$ cat src/rtl/cntr_cla_n.sv
// Parametrised up/down counter with load, programmable modulus and wrap/saturate.
// The +1 / -1 goes through a WIDTH-bit adder made of chained 4-bit carry-lookahead blocks.
module cntr_cla_n #(
  parameter int WIDTH = 8  // multiple of 4, at least 4
) (
  input  logic             clk,
  input  logic             reset,
  input  logic             i_inc,
  input  logic             i_dec,
  input  logic             i_load,
  input  logic             i_sat,
  input  logic [WIDTH-1:0] i_d,
  input  logic [WIDTH-1:0] i_max,
  output logic [WIDTH-1:0] o_cnt,
  output logic [1:0]       o_state,
  output logic             o_tc
);

  localparam int NB = WIDTH / 4;

  localparam logic [1:0] ST_IDLE = 2'b00;
  localparam logic [1:0] ST_INC  = 2'b01;
  localparam logic [1:0] ST_DEC  = 2'b10;
  localparam logic [1:0] ST_LOAD = 2'b11;

  logic [WIDTH-1:0] cnt_q, cnt_d;
  logic [1:0]       state_q, state_d;
  logic             tc_q, tc_d;

  logic [WIDTH-1:0] add_b;
  logic [WIDTH-1:0] add_sum;
  logic             add_ci;
  logic [NB-1:0]    blk_ci;
  logic             add_co_unused;

  always_comb begin
    state_d = ST_IDLE;
    if (i_load) begin
      state_d = ST_LOAD;
    end else if (i_inc && !i_dec) begin
      state_d = ST_INC;
    end else if (i_dec && !i_inc) begin
      state_d = ST_DEC;
    end
  end

  // Increment: b = 0, ci = 1.  Decrement: b = all-ones, ci = 0.
  assign add_b     = (state_d == ST_DEC) ? '1 : '0;
  assign add_ci    = (state_d == ST_INC);
  assign blk_ci[0] = add_ci;

  generate
    for (genvar gi = 0; gi < NB; gi++) begin : g_cla
      logic [3:0] a, b, p, g;
      logic       c0, c1, c2, c3, c4;

      assign a  = cnt_q[4*gi +: 4];
      assign b  = add_b[4*gi +: 4];
      assign p  = a ^ b;
      assign g  = a & b;
      assign c0 = blk_ci[gi];
      assign c1 = g[0] | (p[0] & c0);
      assign c2 = g[1] | (p[1] & g[0]) | (p[1] & p[0] & c0);
      assign c3 = g[2] | (p[2] & g[1]) | (p[2] & p[1] & g[0]) | (p[2] & p[1] & p[0] & c0);
      assign c4 = g[3] | (p[3] & g[2]) | (p[3] & p[2] & g[1]) | (p[3] & p[2] & p[1] & g[0])
                | (p[3] & p[2] & p[1] & p[0] & c0);
      assign add_sum[4*gi +: 4] = p ^ {c3, c2, c1, c0};

      if (gi < NB - 1) begin : g_mid
        assign blk_ci[gi+1] = c4;
      end else begin : g_last
        assign add_co_unused = c4;
      end
    end
  endgenerate

  always_comb begin
    cnt_d = cnt_q;
    tc_d  = 1'b0;
    case (state_d)
      ST_LOAD: cnt_d = (i_d <= i_max) ? i_d : i_max;
      ST_INC: begin
        // A count above a freshly lowered i_max also counts as the boundary.
        if (cnt_q >= i_max) begin
          cnt_d = i_sat ? i_max : '0;
          tc_d  = 1'b1;
        end else begin
          cnt_d = add_sum;
        end
      end
      ST_DEC: begin
        if (cnt_q == '0) begin
          cnt_d = i_sat ? '0 : i_max;
          tc_d  = 1'b1;
        end else begin
          cnt_d = add_sum;
        end
      end
      default: cnt_d = cnt_q;
    endcase
  end

  always_ff @(posedge clk or posedge reset) begin
    if (reset) begin
      cnt_q   <= '0;
      state_q <= ST_IDLE;
      tc_q    <= 1'b0;
    end else begin
      cnt_q   <= cnt_d;
      state_q <= state_d;
      tc_q    <= tc_d;
    end
  end

  assign o_cnt   = cnt_q;
  assign o_state = state_q;
  assign o_tc    = tc_q;

endmodule

$ cat config.mk
export PLATFORM = sky130hd
export DESIGN_NAME = cntr_cla_n
export DESIGN_NICKNAME = d
export VERILOG_FILES = /design/src/rtl/cntr_cla_n.sv
export SDC_FILE = /design/constraint.sdc
export NUM_CORES = 1
export LEC_CHECK = 0
export ABC_AREA = 1
export CAP_MARGIN = 10
export CELL_PAD_IN_SITES_DETAIL_PLACEMENT = 0
export CELL_PAD_IN_SITES_GLOBAL_PLACEMENT = 1
export CORE_ASPECT_RATIO = 1.2
export CORE_MARGIN = 3
export CORE_UTILIZATION = 37
export CTS_BUF_LIST = sky130_fd_sc_hd__clkbuf_8
export DETAILED_ROUTE_END_ITERATION = 10
export MAX_ROUTING_LAYER = met4
export PLACE_DENSITY = 0.94
export SLEW_MARGIN = 10
export SYNTH_ARGS = -nofsm -noshare
export SYNTH_HDL_FRONTEND = slang
export SYNTH_SLANG_ARGS = --single-unit
$ cat constraint.sdc
create_clock -name clk -period 2.8 [get_ports clk]
set_clock_uncertainty 0.05 [all_clocks]
set_input_delay 0.56 -clock clk [delete_from_list [all_inputs] [get_ports clk]]
set_output_delay 0.56 -clock clk [all_outputs]
set_load 0.02 [all_outputs]
==> run summary <==
================================================================================
Area fraction of the dominant cell type after synthesis                    0.199
Share of cells above drive strength 1                                      0.192
Number of buffers inserted by hold repair at cts                               0
Depth of the CTS H-tree                                                        1
Int Pwr                                                                 0.580 mW
Syn_area_per_cell                                                       6.70 µm²
Cell Area, Synth                                                     0.00157 mm²
Largest buffer count on any clock path                                         2
Final period demand of the worst path                                    2650 ps
WL/cell                                                                  11.8 µm
CTS tree                                                                    done
Async SR Flop Fraction                                                      1.00
Global placement routability congestion                                    0.895
Nets@finish                                                                  336
Arrival time worst endpoint                                              2760 ps
Endpoints failing setup                                                        0
Synth area leaders                                                  ha_1 (20%), dfrtp_1 (17%), nand2_1 (12%)
GR Util All Layers                                                         0.171
Worst setup slack for register-to-register paths                          830 ps
Maximum VDD drop                                                        0.218 mV
Worst reg-to-reg path cell count                                              12
Total number of vias                                                        1649
Core ar.                                                             0.00400 mm²
Number of fill cells                                                         410
Std cell rows                                                                 25
Clk sinks                                                                     11
Type of element launching the critical path                            input pin
Pin count of the biggest net entering global routing                          16
Most common cell in the netlist                                          nand2_1
Drt pass-1 iters                                                               4
Starting density of the core                                               0.393
Clock Tree Root                                                         clkbuf_8
Number of violations of the max-capacitance limit                              0
Area Growth Syn to Fin                                                     40.9%
Sw power                                                                0.446 mW
Yosys warning count                                                            0
Wire length of the first global-routing pass                             6930 µm
Post-synthesis cell type with the largest combined area                     ha_1
Inserted Clock Buffers                                                         3
Combinational Power Share                                                  0.612
Number of synthesized flops with an enable pin                                 0
Number of register bits inferred by synthesis                                 11
Static leakage                                                           1.10 nW
Clk slew on worst S/H paths                                                50 ps
Portion of total power attributed to sequential cells                      0.236
I/O pin count                                                                 33
Switching Share                                                            0.435
Worst slew margin relative to its limit                                    0.689
Number of standard cells after synthesis                                     235
Input/output buffers                                                          32
Wire length reported by the detailed router                              4010 µm
Max Fclk                                                                 377 MHz
Clock latency on the worst-skew pair                                      240 ps
Die span in x                                                            65.5 µm
Tightest hold margin                                                      585 ps
Share of the clock period used by the worst path                           0.946
Worst path required time                                                 2910 ps
Most frequent cells after synthesis                                 nand2_1 (52), inv_1 (33), a21oi_1 (26)
Ys flop type                                                             dfrtp_1
Measured slew at the worst slew-check pin                                 466 ps
Detailed-placement wirelength estimate                                   3340 µm
Max FO, Critical Path                                                          8
Hold Fails Final Rpt                                                           0
Post-detailed-route count of antenna-violating nets                            0
Number of antenna violations at the first check in global routing              0
ANT cells                                                                      0
Post-synthesis net count                                                     283
Status                                                              finished clean
Aggregate global routing overflow                                              0
Destination of the worst register-to-register timing path               o_cnt[5]
Proportion of power drawn by the clock network                             0.153
Worst flop-to-flop path startpoint                                      o_cnt[3]
Die Y                                                                    77.5 µm
Element type at the critical path end                                       flop
Number of max-slew violations in the final report                              0
Kind of path behind the tightest hold check                             in2async
Die Outline Area                                                     0.00508 mm²
Power density of the placed cells                                     463 mW/mm²
Sum of negative setup slack                                                 0 ps
Post-detailed-route via-to-cell ratio                                       4.84
Vias in the first global route                                              1646
Post-detailed-route DRC marker count                                           0
Initial drt markers                                                           58
Post-synth cell types                                                         32
Share of synthesized area occupied by flip-flops and latches               0.175
Startpoint-to-endpoint class of the critical path                         in2reg
================================================================================
-- repair_timing --
| item | 4_1_cts | 5_1_grt |
|---|---|---|
| resized for setup | 4 | 13 |
| pin swaps | 0 | 7 |
| buffers inserted | 0 | 4 |
| endpoints found under the setup margin | 1 | 5 |
-- critical path, stage by stage --
cell and delay (ps):
clkdlybuf4s50_1 440, nor2_1 150, inv_1 100, ha_4 180, buf_8 130, inv_4 50
nand2_2 60, nand3_4 80, nor2_1 60, nor2_2 110, nand3_2 110, ha_4 180
a21oi_2 110, xor2_1 160, nand2_1 60, nand2_1 60, nand2_1 40, a21oi_1 110
-- flip-flops by register name (all words and copies together) (netlist names) --
name	count
o_tc	1
o_cnt	8
o_state	2
-- cell type report --
cell class,instances,area [µm²],share of cell area
clock buffers,3,41.3,0.0186
clock inverters,1,3.75,0.00169
inverters,35,134,0.0604
multi-input cells,185,1210,0.547
flip-flops and latches,11,275,0.124
well taps,54,67.6,0.0305
repair buffers,52,483,0.218
-- metal layers --
| layer | vias up | track usage | routed length [µm] | part of all wire |
|---|---|---|---|---|
| met3 | 4 | 0.00434 | 60 | 0.015 |
| met1 | 744 | 0.213 | 1860 | 0.46 |
| met5 | - | - | 0 | 0 |
| li1 | 876 | - | - | - |
| met4 | 0 | 0.0560 | 61 | 0.015 |
| met2 | 25 | 0.297 | 2020 | 0.50 |
-- logic make-up (layout without fill, tap and decap cells) --
group / count (synthesis) / after routing / share of synthesized area
flops: 11 / 11 / 0.175
buf+inv: 39 / 91 / 0.102
fa+ha+maj: 26 / 26 / 0.211
simple gates: 106 / 106 / 0.315
compound gates: 49 / 49 / 0.175
xor+xnor: 4 / 4 / 0.0223
-- cells in the final DEF (no fill, tap or decap), types with 6 or more instances in the layout --
| cell | count |
|---|---|
| a21oi_1 | 23 |
| clkdlybuf4s50_1 | 30 |
| inv_1 | 33 |
| nand2_1 | 52 |
| dfrtp_1 | 11 |
| a21oi_2 | 6 |
| buf_4 | 19 |
| ha_1 | 20 |
| nand2_2 | 6 |
| nand3_1 | 15 |
| o21ai_0 | 12 |
| nor2_1 | 18 |
-- worst max path at each step --
stage          startpoint  endpoint
2_1_floorplan       i_dec  o_cnt[5]
3_3_place_gp        i_inc  o_cnt[5]
3_5_place_dp        i_inc  o_cnt[5]
4_1_cts             i_dec  o_cnt[5]
5_1_grt            i_load  o_cnt[5]
6_report           i_load  o_cnt[5]
-- power groups by stage --
| stage | Sequential, mW | Combinational (mW) | Clock [mW] |
|---|---|---|---|
| floorplan | 0.263 | 0.350 | 0 |
| global placement | 0.240 | 0.582 | 0 |
| detailed placement | 0.241 | 0.594 | 0 |
| CTS | 0.240 | 0.604 | 0.159 |
| global route | 0.247 | 0.717 | 0.170 |
| finish | 0.242 | 0.628 | 0.157 |
-- through the flow --
| stage | area, µm² | power (mW) | util | setup WS (ps) | instances |
|---|---|---|---|---|---|
| floorplan | 1570 | 0.614 | - | 172 | 235 |
| global placement | 2060 | 0.822 | 0.513 | -219 | 333 |
| detailed placement | 2060 | 0.835 | 0.513 | -292 | 333 |
| CTS | 2120 | 1.00 | 0.530 | 16.0 | 337 |
| global route | 2220 | 1.13 | 0.554 | -64.3 | 341 |
| finish | 2220 | 1.03 | 0.554 | 150 | 341 |
No activity file was read; power rests on OpenSTA's default activity.
